## src/rtl/hazard_ctrl_pkg.sv

```systemverilog
// Shared types and defaults for the pipeline hazard/stall controller.
// Latency: n/a (declarations only).
// Backpressure: n/a.
package hazard_ctrl_pkg;

  // Default widths for register addresses and multi-cycle op lengths.
  localparam int REG_AW_DEF   = 5;
  localparam int MC_CNT_W_DEF = 6;

  // Writes to register 0 are discarded, so a load targeting it never creates a hazard.
  localparam int unsigned ZERO_REG = 0;

  // Controller states.
  typedef enum logic [0:0] {
    RUN     = 1'b0,
    MC_BUSY = 1'b1
  } hz_state_t;

endpackage

```

## src/rtl/hazard_mc_counter.sv

```systemverilog
// Countdown for multi-cycle EX ops: load on entry, decrement each busy cycle, flag the last one.
// Latency: load/decrement take effect on the next clock; 'last' is combinational from the count.
// Backpressure: none; the parent FSM sequences load and decrement.
//
// Ports:
//   clk, rst  clock and synchronous active-high reset (count returns to 0)
//   load      capture load_val
//   load_val  number of busy cycles still owed, including the first busy cycle
//   dec       consume one busy cycle
//   last      the current busy cycle is the final one
import hazard_ctrl_pkg::*;

module hazard_mc_counter #(
  parameter int MC_CNT_W = MC_CNT_W_DEF
) (
  input  logic                clk,
  input  logic                rst,
  input  logic                load,
  input  logic [MC_CNT_W-1:0] load_val,
  input  logic                dec,
  output logic                last
);

  logic [MC_CNT_W-1:0] cnt;

  always_ff @(posedge clk) begin
    if (rst) begin
      cnt <= '0;
    end else if (load) begin
      cnt <= load_val;
    end else if (dec && (cnt != '0)) begin
      cnt <= cnt - MC_CNT_W'(1);
    end
  end

  // A count of 1 (or a defensive 0) means this busy cycle is the final one.
  assign last = (cnt <= MC_CNT_W'(1));

endmodule

```

## src/rtl/hazard_stall_ctrl.sv

```systemverilog
// Hazard/stall controller for the 5-stage core: PC and IF/ID, ID/EX, EX/MEM hold/flush.
// Latency: Mealy outputs, decided in the same cycle as the hazard; state advances each clock.
// Backpressure: a multi-cycle EX op freezes the front end until it completes; no other stall source.
//
// Ports:
//   clk, rst                      clock, synchronous active-high reset (all outputs 0 while high)
//   id_rs/id_rt, id_uses_rs/rt    ID-stage source registers and their use flags
//   id_jump                       ID instruction is an unconditional jump
//   ex_mem_read, ex_rd            EX instruction is a load, and its destination
//   ex_branch_taken               EX branch resolved taken
//   mc_start, mc_cycles           first EX cycle of a multi-cycle op and its total EX cycles
//   pc_hold, if_id_hold/flush,
//   id_ex_hold/flush, ex_mem_flush pipeline register controls
//   mc_busy                       multi-cycle op in progress (after its first cycle)
//   cnt_lu_stall, cnt_mc_stall,
//   cnt_flush                     saturating event counters, present only with HAZARD_STATS_EN
//
// A multi-cycle op of N EX cycles stalls the front end for N-1 cycles: the entry cycle in RUN
// plus N-2 cycles in MC_BUSY. An op of 2 cycles therefore stalls only on its entry cycle.
import hazard_ctrl_pkg::*;

module hazard_stall_ctrl #(
  parameter int REG_AW   = REG_AW_DEF,
  parameter int MC_CNT_W = MC_CNT_W_DEF
) (
  input  logic                clk,
  input  logic                rst,
  input  logic [REG_AW-1:0]   id_rs,
  input  logic [REG_AW-1:0]   id_rt,
  input  logic                id_uses_rs,
  input  logic                id_uses_rt,
  input  logic                id_jump,
  input  logic                ex_mem_read,
  input  logic [REG_AW-1:0]   ex_rd,
  input  logic                ex_branch_taken,
  input  logic                mc_start,
  input  logic [MC_CNT_W-1:0] mc_cycles,
  output logic                pc_hold,
  output logic                if_id_hold,
  output logic                if_id_flush,
  output logic                id_ex_hold,
  output logic                id_ex_flush,
  output logic                ex_mem_flush,
`ifdef HAZARD_STATS_EN
  output logic [31:0]         cnt_lu_stall,
  output logic [31:0]         cnt_mc_stall,
  output logic [31:0]         cnt_flush,
`endif
  output logic                mc_busy
);

  hz_state_t state, state_nxt;

  logic lu;
  logic mc_go;
  logic mc_enter;
  logic cnt_load;
  logic cnt_dec;
  logic cnt_last;
  logic [MC_CNT_W-1:0] cnt_load_val;

  // Which cause drove the outputs this cycle.
  logic ev_lu;
  logic ev_mc;
  logic ev_flush;

  assign lu = ex_mem_read && (ex_rd != REG_AW'(ZERO_REG)) &&
              ((id_uses_rs && (id_rs == ex_rd)) || (id_uses_rt && (id_rt == ex_rd)));

  // Ops shorter than 2 cycles do not stall at all; a 2-cycle op stalls only on entry.
  assign mc_go        = mc_start && (mc_cycles >= MC_CNT_W'(2));
  assign mc_enter     = mc_start && (mc_cycles >= MC_CNT_W'(3));
  assign cnt_load_val = mc_cycles - MC_CNT_W'(2);

  always_ff @(posedge clk) begin
    if (rst) begin
      state <= RUN;
    end else begin
      state <= state_nxt;
    end
  end

  always_comb begin
    state_nxt    = state;
    cnt_load     = 1'b0;
    cnt_dec      = 1'b0;
    pc_hold      = 1'b0;
    if_id_hold   = 1'b0;
    if_id_flush  = 1'b0;
    id_ex_hold   = 1'b0;
    id_ex_flush  = 1'b0;
    ex_mem_flush = 1'b0;
    mc_busy      = 1'b0;
    ev_lu        = 1'b0;
    ev_mc        = 1'b0;
    ev_flush     = 1'b0;

    case (state)
      RUN: begin
        if (mc_go) begin
          // A simultaneous taken branch is illegal and ignored here.
          pc_hold      = 1'b1;
          if_id_hold   = 1'b1;
          id_ex_hold   = 1'b1;
          ex_mem_flush = 1'b1;
          ev_mc        = 1'b1;
          if (mc_enter) begin
            cnt_load  = 1'b1;
            state_nxt = MC_BUSY;
          end
        end else if (ex_branch_taken) begin
          // Squashes both younger instructions, including any load-use victim or jump.
          if_id_flush = 1'b1;
          id_ex_flush = 1'b1;
          ev_flush    = 1'b1;
        end else if (lu) begin
          // One bubble; a jump in ID is re-presented next cycle and handled then.
          pc_hold     = 1'b1;
          if_id_hold  = 1'b1;
          id_ex_flush = 1'b1;
          ev_lu       = 1'b1;
        end else if (id_jump) begin
          if_id_flush = 1'b1;
          ev_flush    = 1'b1;
        end
      end

      MC_BUSY: begin
        // Every other input is ignored until the op drains.
        pc_hold      = 1'b1;
        if_id_hold   = 1'b1;
        id_ex_hold   = 1'b1;
        ex_mem_flush = 1'b1;
        mc_busy      = 1'b1;
        ev_mc        = 1'b1;
        if (cnt_last) begin
          state_nxt = RUN;
        end else begin
          cnt_dec = 1'b1;
        end
      end

      default: state_nxt = RUN;
    endcase

    if (rst) begin
      pc_hold      = 1'b0;
      if_id_hold   = 1'b0;
      if_id_flush  = 1'b0;
      id_ex_hold   = 1'b0;
      id_ex_flush  = 1'b0;
      ex_mem_flush = 1'b0;
      mc_busy      = 1'b0;
      cnt_load     = 1'b0;
      cnt_dec      = 1'b0;
      ev_lu        = 1'b0;
      ev_mc        = 1'b0;
      ev_flush     = 1'b0;
    end
  end

  hazard_mc_counter #(
    .MC_CNT_W (MC_CNT_W)
  ) u_mc_counter (
    .clk      (clk),
    .rst      (rst),
    .load     (cnt_load),
    .load_val (cnt_load_val),
    .dec      (cnt_dec),
    .last     (cnt_last)
  );

`ifdef HAZARD_STATS_EN
  always_ff @(posedge clk) begin
    if (rst) begin
      cnt_lu_stall <= '0;
      cnt_mc_stall <= '0;
      cnt_flush    <= '0;
    end else begin
      if (ev_lu && (cnt_lu_stall != '1)) cnt_lu_stall <= cnt_lu_stall + 32'd1;
      if (ev_mc && (cnt_mc_stall != '1)) cnt_mc_stall <= cnt_mc_stall + 32'd1;
      if (ev_flush && (cnt_flush != '1)) cnt_flush    <= cnt_flush + 32'd1;
    end
  end
`else
  // Cause flags only feed the optional counters.
  logic ev_unused;
  assign ev_unused = ev_lu ^ ev_mc ^ ev_flush;
`endif

endmodule

```

## config.mk

```make
export PLATFORM = sky130hd
export DESIGN_NAME = hazard_stall_ctrl
export DESIGN_NICKNAME = d
export VERILOG_FILES = /design/src/rtl/hazard_ctrl_pkg.sv /design/src/rtl/hazard_mc_counter.sv /design/src/rtl/hazard_stall_ctrl.sv
export SDC_FILE = /design/constraint.sdc
export NUM_CORES = 1
export LEC_CHECK = 0
export CAP_MARGIN = 20
export CORE_MARGIN = 8
export CORE_UTILIZATION = 36
export DETAILED_ROUTE_END_ITERATION = 16
export PLACE_DENSITY = 0.71
export RECOVER_POWER = 100
export SKIP_LAST_GASP = 1
export SYNTH_ARGS = -nofsm -noshare
export SYNTH_HDL_FRONTEND = slang
export SYNTH_HIERARCHICAL = 1
export SYNTH_SLANG_ARGS = --single-unit
export TNS_END_PERCENT = 10
```

## constraint.sdc

```tcl
create_clock -name clk -period 2.43 [get_ports clk]
set_input_delay 0.486 -clock clk [delete_from_list [all_inputs] [get_ports clk]]
set_output_delay 0.486 -clock clk [all_outputs]
set_load 0.01 [all_outputs]
```

Word level (Yosys, flattened, before mapping)
Index checks and enable logic that the tools add are counted.
{"block": "totals", "regBits": 7, "latch_bits": 0, "mem_bits_rw": 0, "mem_bits_ro": 0, "output_inout_bits": 7, "elab_cells": 51, "n_memories": 0}
{"block": "op_classes", "addsub": 2, "n_mul": 0, "div_mod_pow": 0, "n_lt_le_gt_ge": 3, "eq_ne": 2, "shifts": 0, "muxes": 30, "n_bitwise": 1, "n_reduce_logical": 11}
{"cell": "$mux W1", "count": 25}
{"cell": "$ge A6 B2 Y1 const B", "count": 2}
{"cell": "$mux W6", "count": 2}
{"cell": "$eq A5 B5 Y1", "count": 2}
{"cell": "$logic_and A1 B1 Y1", "count": 7}
{"cell": "$le A6 B1 Y1 const B", "count": 1}
{"cell": "$pmux W1 S2", "count": 3}
{"cell": "$reduce_bool A6 Y1", "count": 1}
{"cell": "$sub A6 B1 Y6 const B", "count": 1}
{"cell": "$sub A6 B2 Y6 const B", "count": 1}
{"cell": "$reduce_bool A5 Y1", "count": 1}
{"cell": "$reduce_bool A2 Y1", "count": 1}
{"cell": "$logic_or A1 B1 Y1", "count": 1}
{"cell": "$not A1 Y1", "count": 1}

Logic depth before layout (Yosys ltp)
Gate-level depths: netlist of run 1.
{"block": "depth", "word_depth": 9, "mapped_depth": 9, "depth_no_buf": 8}

Hierarchy
Netlist of run 1, hierarchy kept.
{"mod": "hazard_mc_counter", "n_inst": 1, "cells_each": 56, "area_each_um2": 462.9, "seq_area_each_um2": 120.1}
{"mod": "hazard_stall_ctrl", "n_inst": 1, "cells_each": 47, "area_each_um2": 349.1, "seq_area_each_um2": 20.0}

Worst setup path before layout of run 1
No wires, ideal clock.
{"block": "synth_timing", "path_kind": "input port to output port", "from": "in mc_cycles[5]", "to": "out pc_hold", "arrival_ps": 1742, "required_ps": 1944, "setup_slack_ps": 202, "path_stages": 5, "cell_sequence": "or4_4 -> o21ai_4 -> a21oi_1 -> o21bai_1 -> buf_4"}
{"block": "synth_via", "elab_chain_cells": 5}
{"element": "start, declared", "line_no": "hazard_stall_ctrl.sv:37", "source": "input logic [MC_CNT_W-1:0] mc_cycles,"}
{"element": "$ge A6 B2 Y1", "line_no": "hazard_stall_ctrl.sv:71", "source": "assign mc_go = mc_start && (mc_cycles >= MC_CNT_W'(2));"}
{"element": "$logic_and A1 B1 Y1", "line_no": "hazard_stall_ctrl.sv:71"}
{"element": "$mux W1"}
{"element": "$pmux W1 S2"}
{"element": "$mux W1"}
{"element": "end, declared", "line_no": "hazard_stall_ctrl.sv:38", "source": "output logic pc_hold,"}
Every way passes these cells.

Worst setup path after layout of run 1
{"block": "layout_timing", "from": "in id_rs[2]", "to": "out if_id_flush"}
{"block": "layout_via", "elab_chain_cells": 9}
{"element": "start, declared", "line_no": "hazard_stall_ctrl.sv:28", "source": "input logic [REG_AW-1:0] id_rs,"}
{"element": "$eq A5 B5 Y1", "line_no": "hazard_stall_ctrl.sv:68", "source": "((id_uses_rs && (id_rs == ex_rd)) || (id_uses_rt && (id_rt == ex_rd)));"}
{"element": "$logic_and A1 B1 Y1", "line_no": "hazard_stall_ctrl.sv:68"}
{"element": "$logic_or A1 B1 Y1", "line_no": "hazard_stall_ctrl.sv:68"}
{"element": "$logic_and A1 B1 Y1", "line_no": "hazard_stall_ctrl.sv:67", "source": "assign lu = ex_mem_read && (ex_rd != REG_AW'(ZERO_REG)) &&"}
{"element": "$mux W1", "line_no": "hazard_stall_ctrl.sv:116", "source": "end else if (lu) begin"}
{"element": "$mux W1", "line_no": "hazard_stall_ctrl.sv:111", "source": "end else if (ex_branch_taken) begin"}
{"element": "$mux W1", "line_no": "hazard_stall_ctrl.sv:100", "source": "if (mc_go) begin"}
{"element": "$mux W1"}
{"element": "$mux W1", "line_no": "hazard_stall_ctrl.sv:146", "source": "if (rst) begin"}
{"element": "end, declared", "line_no": "hazard_stall_ctrl.sv:40", "source": "output logic if_id_flush,"}
Every way passes these cells.

==> metrics.md, run 1 <==
| Metric | Value |
|---|---|
| Gp weighted congestion | `0.772` |
| Fin nets | `184` |
| Largest net degree at the start of global routing | `14` |
| Total wire length | `2.57 mm` |
| Predominant post-synthesis flop cell | `dfxtp_1` |
| PortBufs | `35` |
| Post-Syn Area per Cell | `7.88 um^2` |
| P_sw | `0.175 mW` |
| Die Ht | `63.5 um` |
| Max Cap Viol | `0` |
| Cell with the most instances after synthesis | `nor2_1` |
| Fill count | `210` |
| CTS Root Cell | `clkbuf_4` |
| # hold bufs at CTS | `0` |
| Post-synth top cells | `nor2_1, inv_1, xor2_1` |
| Relative slew slack | `74.6%` |
| ANT nets after route | `0` |
| Final period utilization | `98.7%` |
| Antenna violations before repair | `0` |
| Synthesis warning total | `6` |
| Post-DP HPWL | `2.01 mm` |
| Vias in the first global route | `975` |
| Worst setup EP type | `output pin` |
| IO Count | `36` |
| Max FO, Critical Path | `3` |
| CTS max path bufs | `2` |
| Synthesized area | `812 um^2` |
| Pleak | `0.550 nW` |
| Distinct cell type count after synthesis | `42` |
| Register bit total from synthesis | `7` |
| Status | `finished clean` |
| Clock sinks | `7` |
| Grt ovf | `0` |
| Worst setup margin | `0.0324 ns` |
| Unrepaired setup endpoints after global routing | `yes` |
| Sequential Power Share | `29.3%` |
| Initial Util | `37.4%` |
| Post-synth EDFFs | `0` |
| Via density | `5.20` |
| Number of buffers created by CTS | `3` |
| Synth top area cells | `dfxtp_1, xor2_1, ha_1` |
| Pwr Density | `373 nW/um^2` |
| DRT iter0 DRCs | `32` |
| Crit path arrival time | `1.91 ns` |
| Cell-internal power | `0.301 mW` |
| Worst Setup Path Type | `in -> out` |
| Pre-CTS WS | `-0.617 ns` |
| Layout cells sized above 1 | `25.3%` |
| Sw Ratio | `36.7%` |
| Asr flop ratio synth | `0%` |
| Number of diodes | `0` |
| Syn_nets | `136` |
| Gate power share | `47.2%` |
| Worst VDD drop | `238 uV` |
| Htree depth | `1` |
| Reg clk slew, reported paths | `0.05 ns` |
| Area grow syn2layout | `57.0%` |
| Sequential area share after synthesis | `17.3%` |
| Clock Latency Late Sink | `0.26 ns` |
| Die X | `63.5 um` |
| CTS tree | `built` |
| Drc violations | `0` |
| Row count | `17` |
| Final Hold Fails | `0` |
| Slew Viols, Final | `0` |
| Synth Instances | `103` |
| Die ar. | `4030 um^2` |
| Top cell type by total area after synthesis | `dfxtp_1` |
| Via count | `925` |
| Wire per inst | `14.4 um` |
| Gr usage total | `12.5%` |
| Clock share of power | `23.4%` |
| Dpl cells | `172` |
| Worst hold margin | `0.578 ns` |
| Fmax | `417 MHz` |
| First-pass GRT wire length | `4.17 mm` |
| Worst R2R Path Depth | `7` |
| Worst EP required | `1.94 ns` |
| Worst setup SP type | `primary input` |
| Tightest Pin Transition | `0.375 ns` |
| Final core occ | `58.8%` |
| Hold path depth | `2` |
| Final setup skew | `0.000756 ns` |
| Min-Delay Path Class | `reg -> reg` |
| Min cycle time layout | `2.40 ns` |
| Yosys top cell area share | `17.3%` |
| First-pass DRT Iterations | `4` |
| Final setup violation count | `0` |
| Non-Filler Instances | `178` |
| Core footprint | `2170 um^2` |
| Sum Neg Setup Slack | `0 ns` |
[power groups by stage]
stage,sequential (mW),combinational [mW],clock [mW]
after floorplan,0.139,0.134,0
after global placement,0.142,0.228,0
after detailed placement,0.142,0.234,0
after CTS,0.140,0.227,0.113
after global routing,0.142,0.246,0.119
final,0.140,0.225,0.111
[routing by layer]
layer / share of wire (%) / global-route usage (%)
met5: 0 / 0
met4: 4.2 / 9.19
met1: 38 / 12.4
met3: 3.2 / 2.47
met2: 55 / 22.7
[repair_timing]
item | in CTS | in global routing
gates resized for setup | 50 | 6
setup endpoints to repair | 6 | 6
buffers inserted | 3 | 0
pin swaps | 8 | 6
[state kept, by name, indices dropped and copies added, names as in the netlist]
signal and count:
state 1, u_mc_counter/cnt 6
[placed cells by master (no fill, tap or decap), types with 2 or more instances in the layout]
cell / netlist / routed
nor3_1: 5 / 5
xnor2_1: 3 / 3
dlygate4sd2_1: 0 / 10
inv_1: 10 / 10
a21oi_1: 2 / 2
or4_4: 2 / 2
clkdlybuf4s50_1: 0 / 11
buf_2: 0 / 4
o21bai_1: 2 / 2
clkbuf_2: 0 / 2
clkbuf_4: 0 / 3
buf_4: 2 / 14
xor2_1: 10 / 10
nor2_1: 13 / 13
dfxtp_1: 7 / 7
o2111a_1: 2 / 2
o211ai_1: 3 / 3
or3_1: 3 / 3
nand2_1: 3 / 3
clkdlybuf4s15_2: 0 / 4
clkdlybuf4s15_1: 0 / 3
ha_1: 4 / 4
[metrics by stage]
step                      total power, mW  area (um^2)
after floorplan                     0.273          812
after global placement              0.369         1250
after detailed placement            0.376         1250
after CTS                           0.480         1280
after global routing                0.507         1270
final                               0.476         1270
[final cells by class]
class / count / area [um^2] / share of cell area, %
clock buffers: 4 / 26.3 / 2.06
inverters: 10 / 37.5 / 2.94
multi-input cells: 80 / 618 / 48.5
flip-flops and latches: 7 / 140 / 11.0
well taps: 28 / 35.0 / 2.75
repair buffers: 49 / 418 / 32.8
[logic make-up after synthesis]
group | share of synthesized area [%]
and+or+nand+nor | 25.3
AOI/OAI and AO/OA | 28.0
buffers and inverters | 9.24
xor gates and xnor gates | 14.0
DFF | 17.3
adders and majority gates | 6.16
[final timing paths]
kind / from / endpoint / slack [ns]
max: id_rs[2] / if_id_flush / 0.03
min: u_mc_counter/cnt[4] / u_mc_counter/cnt[4] / 0.58
max reg2reg: u_mc_counter/cnt[2] / u_mc_counter/cnt[4] / 0.12
min reg2reg: u_mc_counter/cnt[4] / u_mc_counter/cnt[4] / 0.58
[critical path, cell delays in order]
cell,delay [ns]
dlygate4sd2_1,0.24
xor2_1,0.15
nor4_2,0.31
a32oi_2,0.19
o31a_1,0.30
clkdlybuf4s15_1,0.23
(Power assumes the default switching activity.)
==> inputs of run 2 (changes only) <==
--- a/config.mk
+++ b/config.mk
@@ -8,10 +8,12 @@
 export CAP_MARGIN = 20
 export CORE_MARGIN = 8
 export CORE_UTILIZATION = 36
+export CTS_CLUSTER_DIAMETER = 80
 export DETAILED_ROUTE_END_ITERATION = 16
-export PLACE_DENSITY = 0.71
+export PLACE_DENSITY = 0.75
 export RECOVER_POWER = 100
 export SKIP_LAST_GASP = 1
+export SLEW_MARGIN = 20
 export SYNTH_ARGS = -nofsm -noshare
 export SYNTH_HDL_FRONTEND = slang
 export SYNTH_HIERARCHICAL = 1
==> run 2 against run 1 <==
Compared with the run above: routed wire length up 0.90%; clock skew grew 0.0045 ns; cell count decreased by 1.7%; largest power group unchanged; non-clock buffer count decreased by 3; the flow now finishes with violations (setup timing); largest cell class unchanged; critical path type unchanged; setup slack got worse by 0.069 ns; combinational power about the same.
==> metrics.md, run 2 (synthesized netlist as in run 1, its figures left out) <==
| Metric | Value |
|---|---|
| Register area | `140 um^2 (unchanged)` |
| Non-Filler Instances | `175 (was 178)` |
| DRT iter0 DRCs | `25 (was 32)` |
| IO Count | `36 (unchanged)` |
| Total wire length | `2.59 mm (was 2.57 mm)` |
| Relative slew slack | `71.7% (was 74.6%)` |
| Area grow syn2layout | `55.6% (was 57.0%)` |
| Unrepaired setup endpoints after global routing | `yes (unchanged)` |
| Min-Delay Path Class | `reg -> reg (unchanged)` |
| Pwr Density | `378 nW/um^2 (was 373 nW/um^2)` |
| Reg with most FFs | `u_mc_counter/cnt (unchanged)` |
| Row count | `17 (unchanged)` |
| Commonest non-fill, non-tap cell in the layout | `clkdlybuf4s50_1 (was buf_4)` |
| CTS Root Cell | `clkbuf_4 (unchanged)` |
| Pre-CTS WS | `-0.589 ns (was -0.617 ns)` |
| Tightest Pin Transition | `0.419 ns (was 0.375 ns)` |
| Vias in the first global route | `936 (was 975)` |
| Drc violations | `0 (unchanged)` |
| Status | `finished, violations left (was finished clean)` |
| Max FFs per register | `6 (unchanged)` |
| Worst setup SP type | `primary input (unchanged)` |
| Global route hottest layer | `met2 (unchanged)` |
| Largest net degree at the start of global routing | `13 (was 14)` |
| Overall Power | `0.478 mW (was 0.476 mW)` |
| Final setup skew | `0.00527 ns (was 0.000756 ns)` |
| Most frequent cells in the layout | `clkdlybuf4s50_1, dlygate4sd2_1, nor2_1 (was buf_4, nor2_1, clkdlybuf4s50_1)` |
| Fill count | `202 (was 210)` |
| Clock Latency Late Sink | `0.26 ns (about the same)` |
| Gp weighted congestion | `0.821 (was 0.772)` |
| PortBufs | `35 (unchanged)` |
| Gr usage total | `12.7% (was 12.5%)` |
| Post CTS Setup Buffer Count | `0 (was 3)` |
| Final setup violation count | `1 (was 0)` |
| Grt ovf | `0 (unchanged)` |
| Registers with the most flip-flops | `u_mc_counter/cnt: 6 flops, state: 1 flops (unchanged)` |
| Layout cells sized above 1 | `21.8% (was 25.3%)` |
| Clock sinks | `7 (unchanged)` |
| Min cycle time layout | `2.47 ns (was 2.40 ns)` |
| Die X | `63.5 um (unchanged)` |
| Wire per inst | `14.8 um (was 14.4 um)` |
| First-pass GRT wire length | `4.26 mm (was 4.17 mm)` |
| Slew Viols, Final | `0 (unchanged)` |
| Antenna violations before repair | `0 (unchanged)` |
| Met2 usage | `21.9% (was 22.7%)` |
| Final period utilization | `102% (was 98.7%)` |
| Slowest cell on crit path | `clkdlybuf4s50_1 (was nor4_2)` |
| Reg clk slew, reported paths | `0.05 ns (about the same)` |
| Post-DP HPWL | `2.07 mm (was 2.01 mm)` |
| Number of buffers created by CTS | `3 (unchanged)` |
| Final Hold Fails | `0 (unchanged)` |
| Dpl cells | `171 (was 172)` |
| Pleak | `0.532 nW (was 0.550 nW)` |
| GR Util met3 | `4.42% (was 2.47%)` |
| Failing checks | `setup timing` |
| CTS max path bufs | `2 (unchanged)` |
| Core footprint | `2170 um^2 (unchanged)` |
| Worst Setup Path Type | `in -> out (unchanged)` |
| Fmax | `405 MHz (was 417 MHz)` |
| Die ar. | `4030 um^2 (unchanged)` |
| Cell breakdown of the critical path | `clkdlybuf4s50_1 -> xor2_1 -> nor4_2 -> a32oi_2 -> o31a_1 -> buf_2 (was dlygate4sd2_1 -> xor2_1 -> nor4_2 -> a32oi_2 -> o31a_1 -> clkdlybuf4s15_1)` |
| Worst setup EP type | `output pin (unchanged)` |
| Fin nets | `181 (was 184)` |
| Die Ht | `63.5 um (unchanged)` |
| Initial Util | `37.4% (unchanged)` |
| Number of diodes | `0 (unchanged)` |
| First-pass DRT Iterations | `4 (unchanged)` |
| Worst setup margin | `-0.0369 ns (was 0.0324 ns)` |
| Max FO, Critical Path | `3 (unchanged)` |
| Via density | `5.31 (was 5.20)` |
| CTS tree | `built (unchanged)` |
| Sum Neg Setup Slack | `-0.0369 ns (was 0 ns)` |
| ANT nets after route | `0 (unchanged)` |
| Critical Path Max Stage Delay | `0.42 ns (was 0.31 ns)` |
| Worst EP required | `1.94 ns (about the same)` |
| Worst VDD drop | `284 uV (was 238 uV)` |
| Via count | `929 (was 925)` |
| GRT met1 Usage | `14.1% (was 12.4%)` |
| Max Cap Viol | `0 (unchanged)` |
| Area taken by multi-input logic gates | `633 um^2 (was 618 um^2)` |
| Crit path arrival time | `1.98 ns (was 1.91 ns)` |
| Htree depth | `1 (unchanged)` |
-- run 2: cell type report --
| class | instances | area share (%) |
|---|---|---|
| Timing Repair Buffer | 46 | 31.0 |
| Clock buffer | 4 | 2.08 |
| Multi-Input combinational cell | 80 | 50.1 |
| Tap cell | 28 | 2.77 |
| Inverter | 10 | 2.97 |
| Sequential cell | 7 | 11.1 |
-- run 2: power breakdown --
part / total (mW) / internal [mW] / switching (mW) / leakage [nW]
combinational: 0.227 / 0.112 / 0.115 / 0.460
sequential: 0.141 / 0.128 / 0.0131 / 0.0576
clock: 0.110 / 0.0629 / 0.0469 / 0.0150
total: 0.478 / 0.302 / 0.175 / 0.532
-- run 2: path summary, 6_finish.rpt --
kind                                          start                  end  slack, ns  depth (start not counted)
worst max-delay path                       id_rt[0]          if_id_flush      -0.04                          6
worst max register to register  u_mc_counter/cnt[2]  u_mc_counter/cnt[4]       0.22                          7
worst min-delay path            u_mc_counter/cnt[4]  u_mc_counter/cnt[4]       0.59                          2
worst min register to register  u_mc_counter/cnt[4]  u_mc_counter/cnt[4]       0.59                          2
-- run 2: worst max-delay path, delay by kind of cell --
family                    cells  cell delay, ns
buffers and inverters         2            0.56
xor gates and xnor gates      1            0.17
and+or+nand+nor               1            0.33
AOI/OAI and AO/OA             2            0.43
-- run 2: metal layers --
layer / share of wire [%] / routed length, um / vias to the layer above
li1: - / - / 465
met1: 44 / 1140 / 424
met2: 48 / 1240 / 36
met3: 6.7 / 173 / 4
met4: 1.4 / 35 / 0
met5: 0 / 0 / -
-- run 2: per-stage QoR --
step           cell area (um^2)  hold WS (ns)  util, %
3_5_place_dp               1240         0.578     57.3
4_1_cts                    1270         0.591     58.5
2_1_floorplan               812         0.547        -
3_3_place_gp               1240         0.576     57.3
5_1_grt                    1260         0.620     58.2
6_report                   1260         0.589     58.2
-- run 2: repair_timing --
item / in CTS / in global routing
hold buffers: 0 / 0
gates resized for setup: 37 / 1
endpoints found under the setup margin: 6 / 7
endpoints found under the hold margin: 0 / 0
pin swaps: 8 / 0
